File: config.mk
export PLATFORM = sky130hd
export DESIGN_NAME = acc_load_unpack
export DESIGN_NICKNAME = d
export VERILOG_FILES = /design/src/rtl/acc_load_unpack.sv
export SDC_FILE = /design/constraint.sdc
export NUM_CORES = 1
export LEC_CHECK = 0
export ABC_CLOCK_PERIOD_IN_PS = 2100
export BUFFER_PORTS_ARGS = -buffer_cell sky130_fd_sc_hd__buf_2
export CAP_MARGIN = 30
export CELL_PAD_IN_SITES_DETAIL_PLACEMENT = 1
export CELL_PAD_IN_SITES_GLOBAL_PLACEMENT = 1
export CORE_MARGIN = 1
export CORE_UTILIZATION = 35
export DETAILED_ROUTE_END_ITERATION = 7
export GPL_TIMING_DRIVEN = 1
export PLACE_DENSITY = 0.74
export SYNTH_ARGS = -nofsm -noshare
export SYNTH_HDL_FRONTEND = slang
export SYNTH_SLANG_ARGS = --single-unit
File: constraint.sdc
create_clock -name clk_i -period 2.1 [get_ports clk_i]
set_clock_uncertainty 0.15 [all_clocks]
set_input_delay 0.315 -clock clk_i [delete_from_list [all_inputs] [get_ports clk_i]]
set_output_delay 0.315 -clock clk_i [all_outputs]
set_load 0.01 [all_outputs]
File: src/rtl/acc_load_unpack.sv
// -----------------------------------------------------------------------------
// acc_load_unpack
//
// Reverse path of the accumulator store/saturation stage. Memory words arrive
// over a valid/ready stream and are assembled into one ACC_W-bit accumulator
// value. The value is sign-extended into the guard bits and offered to the
// accumulator write port over a second valid/ready stream.
//
// Load formats (mode_i, sampled together with start_i):
//   2'b00  single fractional : acc = {guard sext, w, WORD_W zeros}
//   2'b01  single integer    : acc = sign-extended w
//   2'b10  double            : acc = {guard sext, hi, lo}, hi arrives first
//   2'b11  reserved          : rejected, sets the sticky err_o flag
//
// Ports:
//   clk_i         clock, all state updates on the rising edge
//   reset_n_i     asynchronous active-low reset
//   start_i       request a new load (taken in IDLE, or in OUT at handshake)
//   mode_i        load format, see above
//   word_valid_i  word_i is valid
//   word_i        memory word
//   word_ready_o  unit accepts a word this cycle
//   acc_valid_o   acc_o holds an assembled value
//   acc_o         assembled, sign-extended accumulator value
//   acc_ready_i   accumulator port consumes acc_o
//   busy_o        high in any state other than IDLE
//   err_o         sticky reserved-mode error flag
//   state_o       debug view of the FSM state
//                 (0 IDLE, 1 WAIT_HI, 2 WAIT_LO, 3 OUT)
//
// Handshake semantics (both streams): a transfer happens on a rising edge
// where valid and ready are both high. The producer holds its payload stable
// while valid is high and ready is low. word_ready_o and acc_valid_o are
// decoded from registered state only, so neither depends combinationally on
// word_valid_i or acc_ready_i.
// -----------------------------------------------------------------------------
module acc_load_unpack #(
   parameter int WORD_W = 16,
   parameter int ACC_W  = 40
) (
   input  logic              clk_i,
   input  logic              reset_n_i,
   input  logic              start_i,
   input  logic [1:0]        mode_i,
   input  logic              word_valid_i,
   input  logic [WORD_W-1:0] word_i,
   output logic              word_ready_o,
   output logic              acc_valid_o,
   output logic [ACC_W-1:0]  acc_o,
   input  logic              acc_ready_i,
   output logic              busy_o,
   output logic              err_o,
   output logic [1:0]        state_o
);

   localparam int GUARD_W = ACC_W - 2*WORD_W;

   localparam logic [1:0] MODE_FRAC   = 2'b00;
   localparam logic [1:0] MODE_INT    = 2'b01;
   localparam logic [1:0] MODE_DOUBLE = 2'b10;
   localparam logic [1:0] MODE_RSVD   = 2'b11;

   typedef enum logic [1:0] {
      IDLE    = 2'd0,
      WAIT_HI = 2'd1,
      WAIT_LO = 2'd2,
      OUT     = 2'd3
   } state_t;

   state_t             state_q;
   logic [1:0]         mode_q;
   logic [WORD_W-1:0]  hi_q;
   logic [ACC_W-1:0]   acc_q;
   logic               err_q;

   // Single-word formats. Only the fractional/integer distinction matters
   // here; the double format is assembled in WAIT_LO.
   function automatic logic [ACC_W-1:0] assemble_single(
      input logic [1:0]        mode,
      input logic [WORD_W-1:0] w
   );
      logic [ACC_W-1:0] res;
      if (mode == MODE_INT) begin
         res = {{(ACC_W-WORD_W){w[WORD_W-1]}}, w};
      end else begin
         res = {{GUARD_W{w[WORD_W-1]}}, w, {WORD_W{1'b0}}};
      end
      return res;
   endfunction

   // The low word of a double load is raw magnitude bits; only hi carries
   // the sign into the guard bits.
   function automatic logic [ACC_W-1:0] assemble_double(
      input logic [WORD_W-1:0] hi,
      input logic [WORD_W-1:0] lo
   );
      return {{GUARD_W{hi[WORD_W-1]}}, hi, lo};
   endfunction

   always_ff @(posedge clk_i or negedge reset_n_i) begin
      if (!reset_n_i) begin
         state_q <= IDLE;
         mode_q  <= 2'b00;
         hi_q    <= '0;
         acc_q   <= '0;
         err_q   <= 1'b0;
      end else begin
         case (state_q)
            IDLE: begin
               if (start_i) begin
                  if (mode_i == MODE_RSVD) begin
                     err_q <= 1'b1;
                  end else begin
                     mode_q  <= mode_i;
                     err_q   <= 1'b0;
                     state_q <= WAIT_HI;
                  end
               end
            end

            // start_i is deliberately ignored while words are being
            // collected: a load in progress is never aborted.
            WAIT_HI: begin
               if (word_valid_i) begin
                  if (mode_q == MODE_DOUBLE) begin
                     hi_q    <= word_i;
                     state_q <= WAIT_LO;
                  end else begin
                     acc_q   <= assemble_single(mode_q, word_i);
                     state_q <= OUT;
                  end
               end
            end

            WAIT_LO: begin
               if (word_valid_i) begin
                  acc_q   <= assemble_double(hi_q, word_i);
                  state_q <= OUT;
               end
            end

            // A start request coinciding with the output handshake chains
            // straight into the next load without passing through IDLE.
            OUT: begin
               if (acc_ready_i) begin
                  if (start_i && (mode_i != MODE_RSVD)) begin
                     mode_q  <= mode_i;
                     err_q   <= 1'b0;
                     state_q <= WAIT_HI;
                  end else begin
                     if (start_i) begin
                        err_q <= 1'b1;
                     end
                     state_q <= IDLE;
                  end
               end
            end

            default: state_q <= IDLE;
         endcase
      end
   end

   // Outputs are pure decodes of registered state; reset therefore drops
   // busy_o / word_ready_o / acc_valid_o without waiting for a clock.
   assign word_ready_o = (state_q == WAIT_HI) || (state_q == WAIT_LO);
   assign acc_valid_o  = (state_q == OUT);
   assign busy_o       = (state_q != IDLE);
   assign acc_o        = acc_q;
   assign err_o        = err_q;
   assign state_o      = state_q;

endmodule

; Word-level counts from Yosys, hierarchy flattened
; Cells that the tools add are included.
[word_totals]
regBits = 61
wordCells = 55
in_bits = 23
out_inout_bits = 46
[op_classes]
muxes = 24
reduce_logical = 11
eq_ne = 15
[op_table]
columns = cell, count
row1 = 40-bit 2-to-1 mux, 3
row2 = 40-bit one-hot mux with 2 select lines, 1
row3 = 31-bit 2-to-1 mux, 1
row4 = 2-bit 2-to-1 mux, 9
row5 = "2-bit inequality test, second input constant", 6
row6 = 5-bit AND reduction, 2
row7 = "2-bit equality test, second input constant", 4
row8 = 2-bit one-hot mux with 4 select lines, 1
row9 = 4-bit AND reduction, 2
row10 = 1-bit 2-to-1 mux, 7
row11 = 2-bit nonzero test, 3
row12 = "2-bit by 1-bit equality test with 1-bit output, second input constant", 2
row13 = "2-bit by 1-bit inequality test with 1-bit output, second input constant", 2
row14 = 2-bit one-hot mux with 2 select lines, 1
row15 = "3-bit by 2-bit inequality test with 1-bit output, second input constant", 1
row16 = 3-bit AND reduction, 1
row17 = 2-bit zero test, 1
row18 = 1-bit one-hot mux with 2 select lines, 1
row19 = 1-bit logical AND, 1
row20 = 1-bit logical OR, 1

; Logic depth before layout (Yosys ltp)
[logic_depth]
ltp_word = 5
ltp_mapped = 7
ltp_nobuf = 5

; Least setup slack after synthesis
; No wires, ideal clock.
[synth_timing]
path_type = register to register
start = reg state_q[0], in the netlist state_o[0]
end = reg acc_q[27], in the netlist acc_o[27]
n_path_buf = 2
period_less_slack_ns = 1.894
setup_slack_ns = 0.206
path_stages_with_launch = 8
required_ns = 1.829
t_arrival_ns = 1.622
setup_time_ns = 0.121
cell_sequence = dfrtp_1 inv_1 ha_1 or2_1 and3_1 buf_6 buf_6 o22a_1
[synth_between]
elab_chain_cells = 3
word_cells_on_any_way = 8
cone_classes = eq/ne (5) / mux (1) / reduce/logical (2)
[synth_lines]
columns = element, line
row1 = from (decl), 70  ; state_t state_q;
row2 = from (signal assigned), 102  ; state_q <= IDLE;
row3 = from (signal assigned), 116  ; state_q <= WAIT_HI;
row4 = from (signal assigned), 127  ; state_q <= WAIT_LO;
row5 = 2-bit by 1-bit equality test with 1-bit output / 2-bit equality test (equally long branches), 108  ; case (state_q)
row6 = 2-bit inequality test (no source line) / 2-bit nonzero test (equally long branches), -
row7 = 4-bit AND reduction (no source line), -
row8 = to (signal assigned), 129  ; acc_q <= assemble_single(mode_q, word_i);
row9 = to (signal assigned), 137  ; acc_q <= assemble_double(hi_q, word_i);
row10 = to (decl), 73  ; logic [ACC_W-1:0] acc_q;
; Several ways; a longest one is shown, not always the timed one.
; A chain may end at the register's enable or synchronous reset.

; Worst setup path in the final report
[layout_timing]
start = reg state_q[0], in the netlist state_o[0]
end = reg acc_q[17], in the netlist acc_o[17]
; Same word-level chain as after synthesis.

==> summary.md <==
| Metric | Value |
|---|---|
| CTS tree | built |
| Post-synth net total | 280 |
| Largest net degree at the start of global routing | 54 |
| DR iter-0 viols | 125 |
| Num CTS Buffers | 5 |
| Via Count | about 2,000 |
| RSZ-0062 raised after global routing | false |
| Pwr dens | about 1600 nW/um^2 |
| Largest family of logic cells by synthesized area | compound AO/OA/AOI/OAI gates |
| Post-synthesis mux area share | 9.22% |
| Sequential area share after synthesis | 51.7% |
| WL final | 6070 microns |
| Worst-path clk slew | 0.10 ns |
| P&R area growth vs syn | 21.6% |
| Worst path arrival time | 2.03 ns |
| Max_slew headroom | between 70% and 80% |
| Synth warn | 0 |
| Hold Path Class | in -> reg |
| Tcrit/Tclk final | 94.6% |
| Cell family with most CP delay | simple AND/OR/NAND/NOR gates |
| CTS Root Buffer Type | clkbuf_8 |
| Worst-path maximum fanout | 25 |
| Worst skew pair latency | 0.31 ns |
| Post-DP HPWL | 4280 microns |
| CP bufs+invs | 2 |
| Initial Util | 36.9% |
| Slew @ Worst Pin | 0.324 ns |
| Adder-Cell Fraction of Synth Area | ~2.4% |
| Worst path slowest cell | dfrtp_1 |
| Share of cells above drive strength 1 | 29.8% |
| Simple-Gate Fraction of Synth Area | 7.66% |
| H-Tree Depth | 2 |
| Routed WL per cell | 14.8 microns |
| CTS Buffer Depth | 2 |
| Vias in the first global route | 1,957 |
| Global-route wire length before repair | 9870 microns |
| Cell Rows | 30 |
| Cells after DPL | between 400 and 500 |
| Core area | roughly 7000 sq um |
| Seq cells post-synth | 53 |
| Maximum clock frequency | 504 MHz |
| CTS sink cnt | between 50 and 60 |
| Die height | 87.6 microns |
| Post-Synth XOR/XNOR Area | 0% |
| PortBufs | 68 |
| Setup violations, final | 0 |
| CP Class | reg -> reg |
| ANT nets after route | 0 |
| Area of the mapped netlist | ~2600 sq um |
| Drt pass-1 iters | 4 |
| Status | completed |
| Die Wd | 87.6 microns |
| Die ar. | 7670 sq um |
| Slew Limit Fails | 0 |
| Final hold violation count | 0 |
| Setup_tns | 0 ns |
| Final Critical Period | 1.99 ns |
| Diodes inserted | 0 |
| Worst vdd ir | 585 uV |
| Syn_area_per_cell | 10.2 sq um |
| Worst-path cell chain | inv_1 -> ha_1 -> or2_1 -> and3_2 -> buf_12 -> o22a_1 |
| Cells after synthesis | 252 |
| CP required | 2.15 ns |
| Placer congestion estimate | 0.744 |
| Slowest Stage Delay on Critical Path | 0.40 ns |
| Via/cell ratio | 4.85 |
| Worst Setup End Kind | flop |
| Layout Cells excl Fill | 411 |
| Global route overflow | 0 |
| Post-CTS resize count | 0 |
| Worst Setup Start Kind | flop |
| Library cells used by synthesis | 31 |
| Compound-gate portion of the synthesized area | between 10% and 20% |
| Number of remaining DRC errors | 0 |
| Initial antenna violation count | 0 |
| Tot GR Track Use | between 10% and 20% |
| Static Leak | 0.00153 uW |
| Layout Nets | 342 |
| I/O pins | between 60 and 70 |
| Max-cap violations | 0 |
[cells in the final DEF, fill, tap and decap left out, drive strengths merged, types with 2 or more instances in the layout]
cell type	instances
buf	78
dfrtp	53
inv	36
o21ai	31
nand2	30
mux2i	18
o31ai	15
o22a	15
ha	5
clkbuf	5
mux2	5
nand2b	2
nor2	2
a21oi	2
bufinv	2
or2	2
[per-layer routing]
metal  vias to the layer above  track usage (%)  wire length (microns)
met5                         -                0                      0
met4                         0             5.37                     85
met3                         7             3.58                    264
met2                        49             27.3                   2940
met1                       978             22.9                   2780
li1                        961                -                      -
[synthesized netlist by cell type]
cell | number | area [sq um]
buf_2 | 3 | 15.0
mux2i_1 | 18 | 180
nand3b_1 | 1 | 7.51
nor3_1 | 1 | 5.00
nand2b_1 | 2 | 12.5
nand4_1 | 1 | 6.26
a31oi_1 | 1 | 6.26
nand4bb_1 | 1 | 11.3
or2_1 | 1 | 6.26
nand4b_1 | 1 | 8.76
o21ai_0 | 31 | 155
mux2_2 | 4 | 45.0
ha_1 | 5 | 62.6
a221oi_1 | 1 | 8.76
or2_2 | 1 | 6.26
inv_1 | 36 | 135
a21oi_1 | 2 | 10.0
o31ai_1 | 15 | 113
o22a_1 | 15 | 131
o221a_2 | 1 | 11.3
o32a_1 | 1 | 10.0
mux2_1 | 1 | 11.3
buf_6 | 4 | 45.0
nand2_1 | 30 | 113
a21boi_0 | 1 | 7.51
nor2b_1 | 1 | 6.26
and3_1 | 1 | 6.26
nor2_1 | 2 | 7.51
dfrtp_1 | 53 | 1330
clkbuf_1 | 9 | 33.8
buf_4 | 8 | 60.1
[final timing paths]
kind / startpoint / to / slack (ns) / cells past startpoint
max in group asynchronous: reset_n_i / hi_q[3] / 1.17 / 3
min: word_i[9] / acc_o[9] / 0.12 / 3
min reg2reg: hi_q[10] / hi_q[10] / 0.34 / 2
max: state_o[0] / acc_o[17] / 0.11 / 6
min in group asynchronous: reset_n_i / acc_o[0] / 0.38 / 3
max reg2reg: state_o[0] / acc_o[17] / 0.11 / 6
[final cells by class]
type	instances	area, sq um
Inverter	36	135
Sequential cell	53	1330
Multi-Input combinational cell	139	952
Timing Repair Buffer	79	450
Tap cell	96	120
Fill cell	821	3830
Clock buffer	5	68.8
Clock inverter	3	65.1
[metrics by stage]
stage	util (%)	power (uW)	hold WS [ns]	worst slack, ns	cell area [sq um]
after floorplan	-	3360	-0.131	0.206	2560
after global placement	42.8	3980	0.187	0.222	2970
after detailed placement	42.8	4090	0.191	0.134	2970
after CTS	44.9	4930	0.112	0.0996	3120
after global routing	44.9	5200	0.113	0.0198	3120
final	44.9	4840	0.122	0.114	3120
[cells by family after synthesis]
kind of cell | after synthesis
AO/OA/AOI/OAI | 68
buffers and inverters | 60
flip-flops | 53
AND/OR/NAND/NOR | 43
multiplexers | 23
adder cells (fa/ha/maj) | 5
[timing repair]
| action | 4_1_cts | 5_1_grt |
|---|---|---|
| endpoints found under the setup margin | 0 | 0 |
| buffers inserted | 0 | 0 |
| hold buffers | 1 | 0 |
| endpoints found under the hold margin | 53 | 0 |
[power by group]
part           internal (uW)  switching [uW]
Sequential              1480             283
Combinational           1030            1240
Clock                    474             339
Total                   2980            1860
[state kept, by name, indices dropped and copies added (netlist names)]
register and flops:
err_o 1, acc_o 32, mode_q 2, state_o 2
hi_q 16
[worst reg2reg max path: cells and delay by family (launching register included)]
family | cells | cell delay, ns
AOI/OAI and AO/OA | 1 | 0.21
buffers and inverters | 2 | 0.28
and+or+nand+nor | 2 | 0.55
adders and majority gates | 1 | 0.28
DFF | 1 | 0.40
No activity file was read; power rests on OpenSTA's default activity.
